## config.mk

```make
export PLATFORM = sky130hd
export DESIGN_NAME = timer_btn_cond
export DESIGN_NICKNAME = d
export VERILOG_FILES = /design/src/rtl/timer_btn_cond.sv
export SDC_FILE = /design/constraint.sdc
export NUM_CORES = 1
export LEC_CHECK = 0
export CELL_PAD_IN_SITES_DETAIL_PLACEMENT = 1
export CELL_PAD_IN_SITES_GLOBAL_PLACEMENT = 1
export CORE_AREA = 2 2 75 77
export CTS_BUF_LIST = sky130_fd_sc_hd__clkbuf_4
export DETAILED_ROUTE_END_ITERATION = 7
export DIE_AREA = 0 0 77 79
export DONT_BUFFER_PORTS = 1
export PLACE_DENSITY = 0.93
export SETUP_SLACK_MARGIN = 0.15
export SKIP_CTS_REPAIR_TIMING = 1
export SLEW_MARGIN = 20
export SYNTH_ARGS = -nofsm -noshare
export SYNTH_HDL_FRONTEND = slang
export SYNTH_SLANG_ARGS = --single-unit
```

## constraint.sdc

```tcl
create_clock -name clk -period 4.9 [get_ports clk]
set_clock_uncertainty 0.05 [all_clocks]
set_input_delay 0.49 -clock clk [delete_from_list [all_inputs] [get_ports clk]]
set_output_delay 0.49 -clock clk [all_outputs]
set_load 0.02 [all_outputs]
```

## src/rtl/timer_btn_cond.sv

```systemverilog
// timer_btn_cond: three-channel button conditioner (sync, debounce, press/release/long-press pulses).
// Define TIMER_BTN_LONG_PRESS_EN to build the per-channel long-press hold counters.
`default_nettype none

module timer_btn_cond #(
   parameter int DEBOUNCE_CYCLES = 20000,
   parameter int LONG_CYCLES     = 10000000
) (
   input  logic       clk,
   input  logic       rst_n,
   input  logic       ena,
   input  logic [2:0] btn_raw,
   output logic [2:0] btn_level,
   output logic [2:0] press_pulse,
   output logic [2:0] release_pulse,
   output logic [2:0] long_pulse,
   output logic       any_press
);

   localparam int              DB_W   = $clog2(DEBOUNCE_CYCLES);
   localparam logic [DB_W-1:0] DB_MAX = DB_W'(DEBOUNCE_CYCLES - 1);
`ifdef TIMER_BTN_LONG_PRESS_EN
   localparam int                HOLD_W   = $clog2(LONG_CYCLES);
   localparam logic [HOLD_W-1:0] HOLD_MAX = HOLD_W'(LONG_CYCLES - 1);
`endif

   logic [2:0] sync_a;
   logic [2:0] sync_b;

   // Synchronisers keep sampling while ena is low so a held button is seen on re-enable.
   always_ff @(posedge clk or negedge rst_n) begin
      if (!rst_n) begin
         sync_a <= '0;
         sync_b <= '0;
      end else begin
         sync_a <= btn_raw;
         sync_b <= sync_a;
      end
   end

   for (genvar i = 0; i < 3; i++) begin : g_ch
      logic [DB_W-1:0] db_cnt;
      logic            level;
      logic            level_q;
      logic            press_q;
      logic            release_q;
      logic            differ;

      assign differ = sync_b[i] ^ level;

      always_ff @(posedge clk or negedge rst_n) begin
         if (!rst_n) begin
            db_cnt    <= '0;
            level     <= 1'b0;
            level_q   <= 1'b0;
            press_q   <= 1'b0;
            release_q <= 1'b0;
         end else if (!ena) begin
            db_cnt    <= '0;
            level     <= 1'b0;
            level_q   <= 1'b0;
            press_q   <= 1'b0;
            release_q <= 1'b0;
         end else begin
            if (!differ) begin
               db_cnt <= '0;
            end else if (db_cnt == DB_MAX) begin
               db_cnt <= '0;
               level  <= ~level;
            end else begin
               db_cnt <= db_cnt + 1'b1;
            end
            level_q   <= level;
            press_q   <= level & ~level_q;
            release_q <= ~level & level_q;
         end
      end

      assign btn_level[i]     = level;
      assign press_pulse[i]   = press_q;
      assign release_pulse[i] = release_q;

`ifdef TIMER_BTN_LONG_PRESS_EN
      logic [HOLD_W-1:0] hold_cnt;
      logic              long_done;
      logic              long_q;

      // Hold count restarts on the first high cycle, saturates, and fires once per press.
      always_ff @(posedge clk or negedge rst_n) begin
         if (!rst_n) begin
            hold_cnt  <= '0;
            long_done <= 1'b0;
            long_q    <= 1'b0;
         end else if (!ena) begin
            hold_cnt  <= '0;
            long_done <= 1'b0;
            long_q    <= 1'b0;
         end else begin
            long_q <= 1'b0;
            if (!level) begin
               hold_cnt  <= '0;
               long_done <= 1'b0;
            end else if (!level_q) begin
               hold_cnt <= '0;
            end else if (hold_cnt != HOLD_MAX) begin
               hold_cnt <= hold_cnt + 1'b1;
            end else if (!long_done) begin
               long_q    <= 1'b1;
               long_done <= 1'b1;
            end
         end
      end

      assign long_pulse[i] = long_q;
`else
      assign long_pulse[i] = 1'b0;
`endif
   end

   assign any_press = |press_pulse;

endmodule

`default_nettype wire

```

==> metrics.yaml <==
timing:
  hold_ws_ps: 39.3
  hold_viol: 0
  fin_crit_sh_pct: 43.1
  drv_slew: 0
  fin_crit_ps: 2110
  max_freq_mhz: 474
  setup_viol: 0
  worstMarginPinSlew_ps: 543
  relSlewSlack_pct: 63.7
  rsz0062_at_grt: "false"
  timing.setup.tns_ps: 0
  setup_slack_ps: 2790
synth:
  ys_seq_area_share_pct: 54.7
  synth_cell_types: 32
  synth_area_leaders: "dfrtp_1, xnor2_1, nor2_1"
  synth_seq_cells: 63
  synth_cells: 279
  yosysTopAreaCell: "dfrtp_1"
  synth_top_cell_area_share_pct: 54.7
  yosysWarnings: 0
  syn_avg_cell_area_um2: 10.3
  syn_area_mm2: 0.00288
layout:
  final_nets: 286
  drive_gt1_share_pct: 6.38
  final_cell_area_mm2: 0.00301
  fin_cells: 354
  area_growth_pct: 4.39
  diodes: 0
worst_setup_path:
  path_class: "flip-flop to flip-flop"
  start_kind: "flip-flop"
  path_buf_inv: 0
  crit_family: "simple AND/OR/NAND/NOR gates"
  reg2reg_setup_slack_ps: 2790
  crit_arrival_ps: 2390
  cp_max_fo: 14
  r2r_end: "g_ch[0].db_cnt[11]"
  r2r_cells: 5
  path_cells: "ha_1 -> and4_1 -> nand4_1 -> nand3_1 -> a21oi_1"
  crit_slowest_cell: "nand3_1"
  cpPeakStageDelay_ps: 440
  r2r_start: "g_ch[0].db_cnt[0]"
  cp-end-kind: "flip-flop"
  required_ps: 5180
clock_network:
  cts-htree-levels: 3
  cts_made_buffers: 9
  insertion_delay_ps: 410
  clockBufferDepth: 2
  cts_tree: "done"
  cts.clk_slew.worst_paths_ps: 110
  clock-root-buffer: "clkbuf_4"
  clock-sinks: 63
worst_hold_path:
  hold_depth: 0
  worstHoldStart: "btn_raw[1]"
  hold_class: "input pin to flip-flop"
  hold_path_end: "sync_a[1]"
detailed_routing:
  vias: 2056
  first_pass_iters: 6
  vias_per_cell: 5.81
  postRouteWirelength_mm: 6.59
  antenna_left: 0
  routedWlPerCell_um: 18.6
  dr.first_iter.drc_count: 89
  post-route-drc-count: 0
floorplanning:
  core_area_mm2: 0.00534
  die_y_um: 79
  initial_core_util_pct: 54.0
  die_w_um: 77
  dieArea_mm2: 0.00608
  rows: 27
  io_pins: 19
pwr:
  p_leak_nw: 1.26
  ir_drop_mv: 0.163
  power_density_mw_per_mm2: 283
placement:
  dpl.hpwl_mm: 4.38
  placed_area_mm2: 0.00286
  place.port_buffers: 0
  globalplace.congestion: 0.769
  dpl_worst_slack_ps: 2540
  dp.cells: 335
global_routing:
  antenna_found_initial: 0
  grt_max_degree: 64
  grt_pass1_vias: 2203
  grt_pass1_wl_mm: 10.8
  overflow: 0
  track_usage_pct: 23.3
run_status:
  status: "finished clean"
flow_run:
  drv_cap: 0
cell usage in the layout, fill, tap and decap left out:
cell type,Yosys,final
dfrtp_1,63,63
and3_1,3,3
or3_1,4,4
and2_1,2,2
clkinv_1,0,2
nor4b_1,1,1
xor2_1,15,15
o211ai_1,1,1
clkbuf_4,0,10
mux2i_1,2,2
inv_1,7,7
nor4bb_1,1,1
and4_1,4,4
or4_4,1,1
nor3_1,9,9
and3b_1,2,2
buf_16,0,1
o21ai_0,2,2
dlygate4sd3_1,0,1
conb_1,1,3
ha_1,3,3
nand3_1,19,19
nand2_1,21,21
nand3_4,1,1
xnor2_1,24,24
or4_1,2,2
o31ai_1,2,2
a21oi_1,3,3
nand4_1,11,11
nor2b_1,2,2
clkinvlp_4,0,3
nor2_1,46,46
clkinv_2,0,2
or4b_1,1,1
nor4_1,8,8
where the power goes:
group | total [mW] | internal, mW | switching (mW)
sequential | 0.528 | 0.524 | 0.00403
clock | 0.293 | 0.0985 | 0.195
combinational | 0.0283 | 0.00678 | 0.0215
total | 0.850 | 0.630 | 0.220
how the worst max path moves through the flow:
stage	from	to	slack [ps]	cells after the start
2_1_floorplan	g_ch[2].db_cnt[6]	g_ch[2].db_cnt[10]	3050	5
3_3_place_gp	g_ch[1].db_cnt[0]	g_ch[1].db_cnt[2]	2770	5
3_5_place_dp	g_ch[1].db_cnt[0]	g_ch[1].db_cnt[6]	2540	5
4_1_cts	g_ch[1].db_cnt[0]	g_ch[1].db_cnt[10]	2470	5
5_1_grt	g_ch[0].db_cnt[0]	g_ch[0].db_cnt[11]	2660	5
6_report	g_ch[0].db_cnt[0]	g_ch[0].db_cnt[11]	2790	5
through the flow:
step,util [%],power [mW]
after global routing,56.4,0.881
after floorplan,-,0.553
final,56.4,0.850
after CTS,55.5,0.845
after detailed placement,53.5,0.553
after global placement,53.5,0.552
layer usage:
| layer | track usage [%] | part of all wire [%] | wire [um] |
|---|---|---|---|
| met4 | 10.2 | 2.2 | 143 |
| met5 | 0 | 0 | 0 |
| met2 | 41.1 | 53 | 3510 |
| met3 | 5.00 | 3.1 | 202 |
| met1 | 27.8 | 41 | 2730 |
cell usage after synthesis:
library cell   n
o211ai_1       1
nor4_1         8
nor3_1         9
and2_1         2
mux2i_1        2
and3_1         3
dfrtp_1       63
inv_1          7
and4_1         4
buf_8          1
or4b_1         1
nor4b_1        1
clkbuf_1       5
nand3_1       19
nand4_1       11
nor2b_1        2
nor2_1        46
or3_1          4
and3b_1        2
o21ai_0        2
nor4bb_1       1
or4_4          1
a21oi_1        3
nand2_1       21
or4_1          2
nand3_4        1
ha_1           3
xnor2_1       24
conb_1         1
xor2_1        15
o31ai_1        2
buf_4         12
area by class of cell:
cell class / instances / area, um2
multi-input combinational: 193 / 1160
tap: 72 / 90.1
clock buffer: 9 / 67.6
inverter: 7 / 26.3
clock inverter: 7 / 40.0
sequential: 63 / 1580
timing repair buffer: 3 / 45.0
fill: 607 / 2330
sequential cells by signal, summed over array words and instances, names as in the netlist:
signal / flops
g_ch.level_q: 3
g_ch.db_cnt: 45
g_ch.release_q: 3
g_ch.press_q: 3
sync_a: 3
g_ch.level: 3
sync_b: 3
cells by family after synthesis:
group           share of synthesized area, %
fa+ha+maj                               1.30
simple gates                            24.4
flops                                   54.7
buf+inv                                 5.21
mux                                    0.695
xor+xnor                                11.9
other cells                            0.130
compound gates                          1.65
Power figures use the tool's default switching activity.
==> RTL change 1, RTL diff (same flow settings) <==
Set the parameter `DEBOUNCE_CYCLES` to 40000 (it was 20000).
--- a/src/rtl/timer_btn_cond.sv
+++ b/src/rtl/timer_btn_cond.sv
@@ -3,7 +3,7 @@
 `default_nettype none
 
 module timer_btn_cond #(
-   parameter int DEBOUNCE_CYCLES = 20000,
+   parameter int DEBOUNCE_CYCLES = 40000,
    parameter int LONG_CYCLES     = 10000000
 ) (
    input  logic       clk,
Behaviour: no difference found for any inputs over 10 cycles, from zero or initial values and one cycle with rst_n low; that may be too few to reach the edited logic, so the function may still have changed.
==> RTL change 1 against the unedited design <==
Wire length down 8.9%. First-iteration DRC count decreased by 26%. Setup slack got worse by 0.057 ns. Sequential cell count up 3. Final area grew 5.2%. Area after synthesis up 5.6%. Hold slack improved by 0.013 ns. Synthesized cell count up 6.1%. Largest cell class unchanged. Utilization is 2.9 points higher. Power is 2.2% higher.
==> RTL change 1: results (changes against the unedited design) <==
* Status: finished, final reports clean
* Max reg flops at 48 (+6.7%)
* Final #Nets at 302 (+5.6%)
* Hold Crit Class: primary input to flop
* Worst r2r path cells at 5 (unchanged)
* Share of flip-flops with an asynchronous set or reset at 100% (unchanged)
* Fillers at 601 (-0.99%)
* Worst slew margin at 49.7% (-14 points)
* Total CTS buffers at 9 (unchanged)
* Main synth FF type: dfrtp_1
* Slowest CP cell: o211ai_1
* Lkg Pwr at 1.36 nW (+7.6%)
* First-pass GRT wire length at 10.7 mm (-1.3%)
* Hpwl dp at 4.27 mm (-2.5%)
* DP Area at 3010 µm² (+5.6%)
* Final WL at 6.00 mm (-8.9%)
* Kind of critical path: flop to flop
* Worst R2R Start: g_ch[0].db_cnt[3]$_DFF_PN0_
* Maximum VDD drop at 0.147 mV (-9.8%)
* Largest net degree at the start of global routing at 67 (+4.7%)
* R2r setup slk at 2.73 ns (-0.06 ns)
* Worst min-delay path endpoint: sync_a[2]$_DFF_PN0_
* Fraction of layout cells with a size suffix above 1 at 6.71% (+0.33 points)
* Int Pwr at 0.000655 W (+4.0%)
* Vias in the first global route at 2257 (+2.5%)
* CTS Buffer Depth at 2 (unchanged)
* Worst R2R End: g_ch[0].db_cnt[7]$_DFF_PN0_
* Clock root cell: clkbuf_4
* Worst path max stage delay at 0.65 ns (+0.21 ns)
* Min-delay src: btn_raw[2]
* Gp weighted congestion at 0.787 (+2.4%)
* 1st-pass router iterations at 4 (-2)
* Largest Register: g_ch.db_cnt
* Crit path max-delay family: compound AO/OA/AOI/OAI gates
* Total track usage at 22.5% (-0.86 points)
* Sequential area share after synthesis at 54.3% (-0.46 points)
* Cells taking the most area after synthesis: dfrtp_1 (54%), nor2_1 (6.5%), xor2_1 (6.0%)
* Port buffer count at 0 (unchanged)
* Antenna violations before repair at 0 (unchanged)
* Via/cell ratio at 5.64 (-2.9%)
* CTS clock-pin slew for the worst setup and hold paths at 0.11 ns (about the same)
* CP arrival at 2.41 ns (+0.02 ns)
* N_diodes at 0 (unchanged)
* Number of synthesis warnings at 0 (unchanged)
* CTS H-Tree Depth at 3 (unchanged)
* Hold Path Cell Cnt at 0 (unchanged)
* Cell variety after synth at 34 (+6.3%)
* CP max FO at 10 (-4)
* DRT iter0 DRCs at 66 (-26%)
* Top post-synthesis cells by count: dfrtp_1 (66), nor2_1 (53), xor2_1 (21)
==> RTL change 1: cells by family after synthesis <==
family                   Yosys count  share of synthesized area, %
AO/OA/AOI/OAI                      9                          1.93
XOR/XNOR                          41                          11.8
multiplexers                       3                         0.986
AND/OR/NAND/NOR                  141                          23.8
buffers and inverters             32                          5.92
flip-flops                        66                          54.3
other                              1                         0.123
adder cells (fa/ha/maj)            3                          1.23
==> RTL change 1: routing by layer <==
layer | vias to the layer above | global-route usage, % | wire (µm)
met3 | 7 | 6.70 | 230
met1 | 1054 | 26.1 | 2570
met4 | 0 | 7.50 | 63
met5 | - | 0 | 0
li1 | 983 | - | -
met2 | 43 | 40.0 | 3140
==> RTL change 1: final cells by class <==
class	instances	area [µm²]	area share (%)
clock inverters	7	36.3	1.15
multi-input cells	200	1220	38.6
inverters	12	45.0	1.42
clock buffers	9	67.6	2.14
repair buffers	4	52.6	1.66
well taps	72	90.1	2.85
flip-flops and latches	66	1650	52.2
==> RTL change 1: per-stage QoR <==
stage	cells	hold WS [ns]	util, %	worst slack [ns]	power (W)
6_report	370	0.0528	59.3	2.73	0.000868
5_1_grt	370	0.0143	59.3	2.55	0.000907
4_1_cts	367	-0.316	58.4	2.51	0.000868
3_5_place_dp	351	0.146	56.5	2.51	0.000581
3_3_place_gp	351	0.146	56.5	2.77	0.000579
2_1_floorplan	298	0.144	-	2.82	0.000580
==> RTL change 1: power by group through the flow <==
| stage | combinational, W | clock, W | sequential, W |
|---|---|---|---|
| after floorplan | 0.0000169 | 0 | 0.000563 |
| after global placement | 0.0000154 | 0 | 0.000563 |
| after detailed placement | 0.0000166 | 0 | 0.000564 |
| after CTS | 0.0000166 | 0.000298 | 0.000553 |
| after global routing | 0.0000349 | 0.000318 | 0.000554 |
| final | 0.0000302 | 0.000285 | 0.000553 |
==> RTL change 2, RTL diff (same flow settings) <==
Made on the original files. Add an input register stage for `btn_raw`; this delays it by one clock. The other inputs are not delayed to match.
--- a/src/rtl/timer_btn_cond.sv
+++ b/src/rtl/timer_btn_cond.sv
@@ -19,6 +19,12 @@
 
    localparam int              DB_W   = $clog2(DEBOUNCE_CYCLES);
    localparam logic [DB_W-1:0] DB_MAX = DB_W'(DEBOUNCE_CYCLES - 1);
+
+   logic [2:0] btn_raw_q;
+
+   always_ff @(posedge clk) begin
+      btn_raw_q <= btn_raw;
+   end
 `ifdef TIMER_BTN_LONG_PRESS_EN
    localparam int                HOLD_W   = $clog2(LONG_CYCLES);
    localparam logic [HOLD_W-1:0] HOLD_MAX = HOLD_W'(LONG_CYCLES - 1);
@@ -33,7 +39,7 @@
          sync_a <= '0;
          sync_b <= '0;
       end else begin
-         sync_a <= btn_raw;
+         sync_a <= btn_raw_q;
          sync_b <= sync_a;
       end
    end
Function: no difference found for any inputs over 10 cycles, from zero or initial values and one cycle with rst_n low; that may be too few to reach the edited logic, so the function may still have changed.
==> RTL change 2 against the unedited design <==
Final area grew 2.7%. Sequential cell count increased by 3. Synthesized cell count rose by 1.1%. Setup slack worse by 0.14 ns. Power is 11% higher. Hold slack got worse by 0.016 ns. Largest cell class unchanged. Wire length grew 19%. Area after synthesis rose by 2.1%. Critical endpoint is now g_ch[0].db_cnt[7]$_DFF_PN0_.
==> RTL change 2: results (changes against the unedited design) <==
* DRT iter0 DRCs at 174 (+96%)
* R2r setup slk at 2.64 ns (-0.14 ns)
* Gp weighted congestion at 0.847 (+10%)
* Sequential area share after synthesis at 55.6% (+0.92 points)
* Worst path max stage delay at 0.48 ns (+0.04 ns)
* Int Pwr at 0.000706 W (+12%)
* Final #Nets at 289 (+1.0%)
* Slowest CP cell: o211ai_1
* Min-delay src: btn_raw[0]
* CP startpoint: g_ch[0].db_cnt[0]$_DFF_PN0_
* Cell variety after synth at 33 (+3.1%)
* Hpwl dp at 4.50 mm (+2.8%)
* Crit path to: g_ch[0].db_cnt[7]$_DFF_PN0_
* Worst-margin pin slew at 0.597 ns (+0.0541 ns)
* Via/cell ratio at 5.92 (+1.9%)
* Share of flip-flops with an asynchronous set or reset at 95.5% (-4.5 points)
* Status: finished, final reports clean
* Worst hold margin at 0.0233 ns (-0.0160 ns)
* 1st-pass router iterations at 4 (-2)
* Final period utilization at 46.0% (+2.9 points)
* CP arrival at 2.52 ns (+0.13 ns)
* Total CTS buffers at 9 (unchanged)
* Worst-Skew Late Latency at 0.44 ns (+0.03 ns)
* Maximum VDD drop at 0.181 mV (+11%)
* DP Area at 2920 µm² (+2.1%)
* Total track usage at 25.4% (+2.1 points)
* CP max FO at 9 (-5)
* Cells taking the most area after synthesis: dfrtp_1 (54%), xnor2_1 (7.1%), nor2_1 (5.9%)
* Worst r2r path cells at 6 (+1)
* DR vias at 2113 (+2.8%)
* First-pass GRT wire length at 11.5 mm (+6.3%)
* Lkg Pwr at 1.30 nW (+2.8%)
* Worst min-delay path endpoint: btn_raw_q[0]$_DFF_P_
* Post-synthesis area per instance at 10.4 µm² (+1.0%)
* WL/cell at 22.0 µm (+18%)
* Hold Path Cell Cnt at 0 (unchanged)
* Fraction of layout cells with a size suffix above 1 at 5.61% (-0.77 points)
* Vias in the first global route at 2187 (-0.73%)
* Dpl cells at 338 (+0.90%)
==> RTL change 2: per-layer routing <==
layer	routed length, µm	global-route usage, %
met5	0	0
met4	208	12.7
met3	364	4.09
met2	4010	44.6
met1	3280	30.7
==> RTL change 2: worst max-delay path: cells and delay by family, from the launching register on <==
kind / cells / cell delay (ns)
and+or+nand+nor: 3 / 0.54
AOI/OAI and AO/OA: 1 / 0.48
DFF: 1 / 0.45
buffers and inverters: 1 / 0.33
adders and majority gates: 1 / 0.29
==> RTL change 2: power groups by stage <==
stage | logic (W) | clock network [W] | registers (W)
after floorplan | 0.0000155 | 0 | 0.000564
after global placement | 0.0000137 | 0 | 0.000565
after detailed placement | 0.0000147 | 0 | 0.000565
after CTS | 0.0000150 | 0.000356 | 0.000555
after global routing | 0.0000325 | 0.000394 | 0.000556
final | 0.0000289 | 0.000363 | 0.000555
==> RTL change 2: logic make-up (layout without fill, tap and decap cells) <==
| family | count (synthesis) | in the layout | share of synthesized area (%) |
|---|---|---|---|
| AO/OA/AOI/OAI | 8 | 8 | 1.62 |
| XOR/XNOR | 39 | 39 | 11.6 |
| adder cells (fa/ha/maj) | 3 | 3 | 1.28 |
| buffers and inverters | 25 | 26 | 5.10 |
| flip-flops | 66 | 66 | 55.6 |
| multiplexers | 2 | 2 | 0.681 |
| other | 1 | 3 | 0.127 |
| AND/OR/NAND/NOR | 138 | 138 | 23.9 |
==> RTL change 2: cell type report <==
cell class                 count  area, µm²
multi-input combinational    193       1160
inverter                       7       26.3
clock buffer                   9       67.6
tap                           72       90.1
clock inverter                 7       60.1
timing repair buffer           3       45.0
sequential                    66       1640
fill                         598       2250
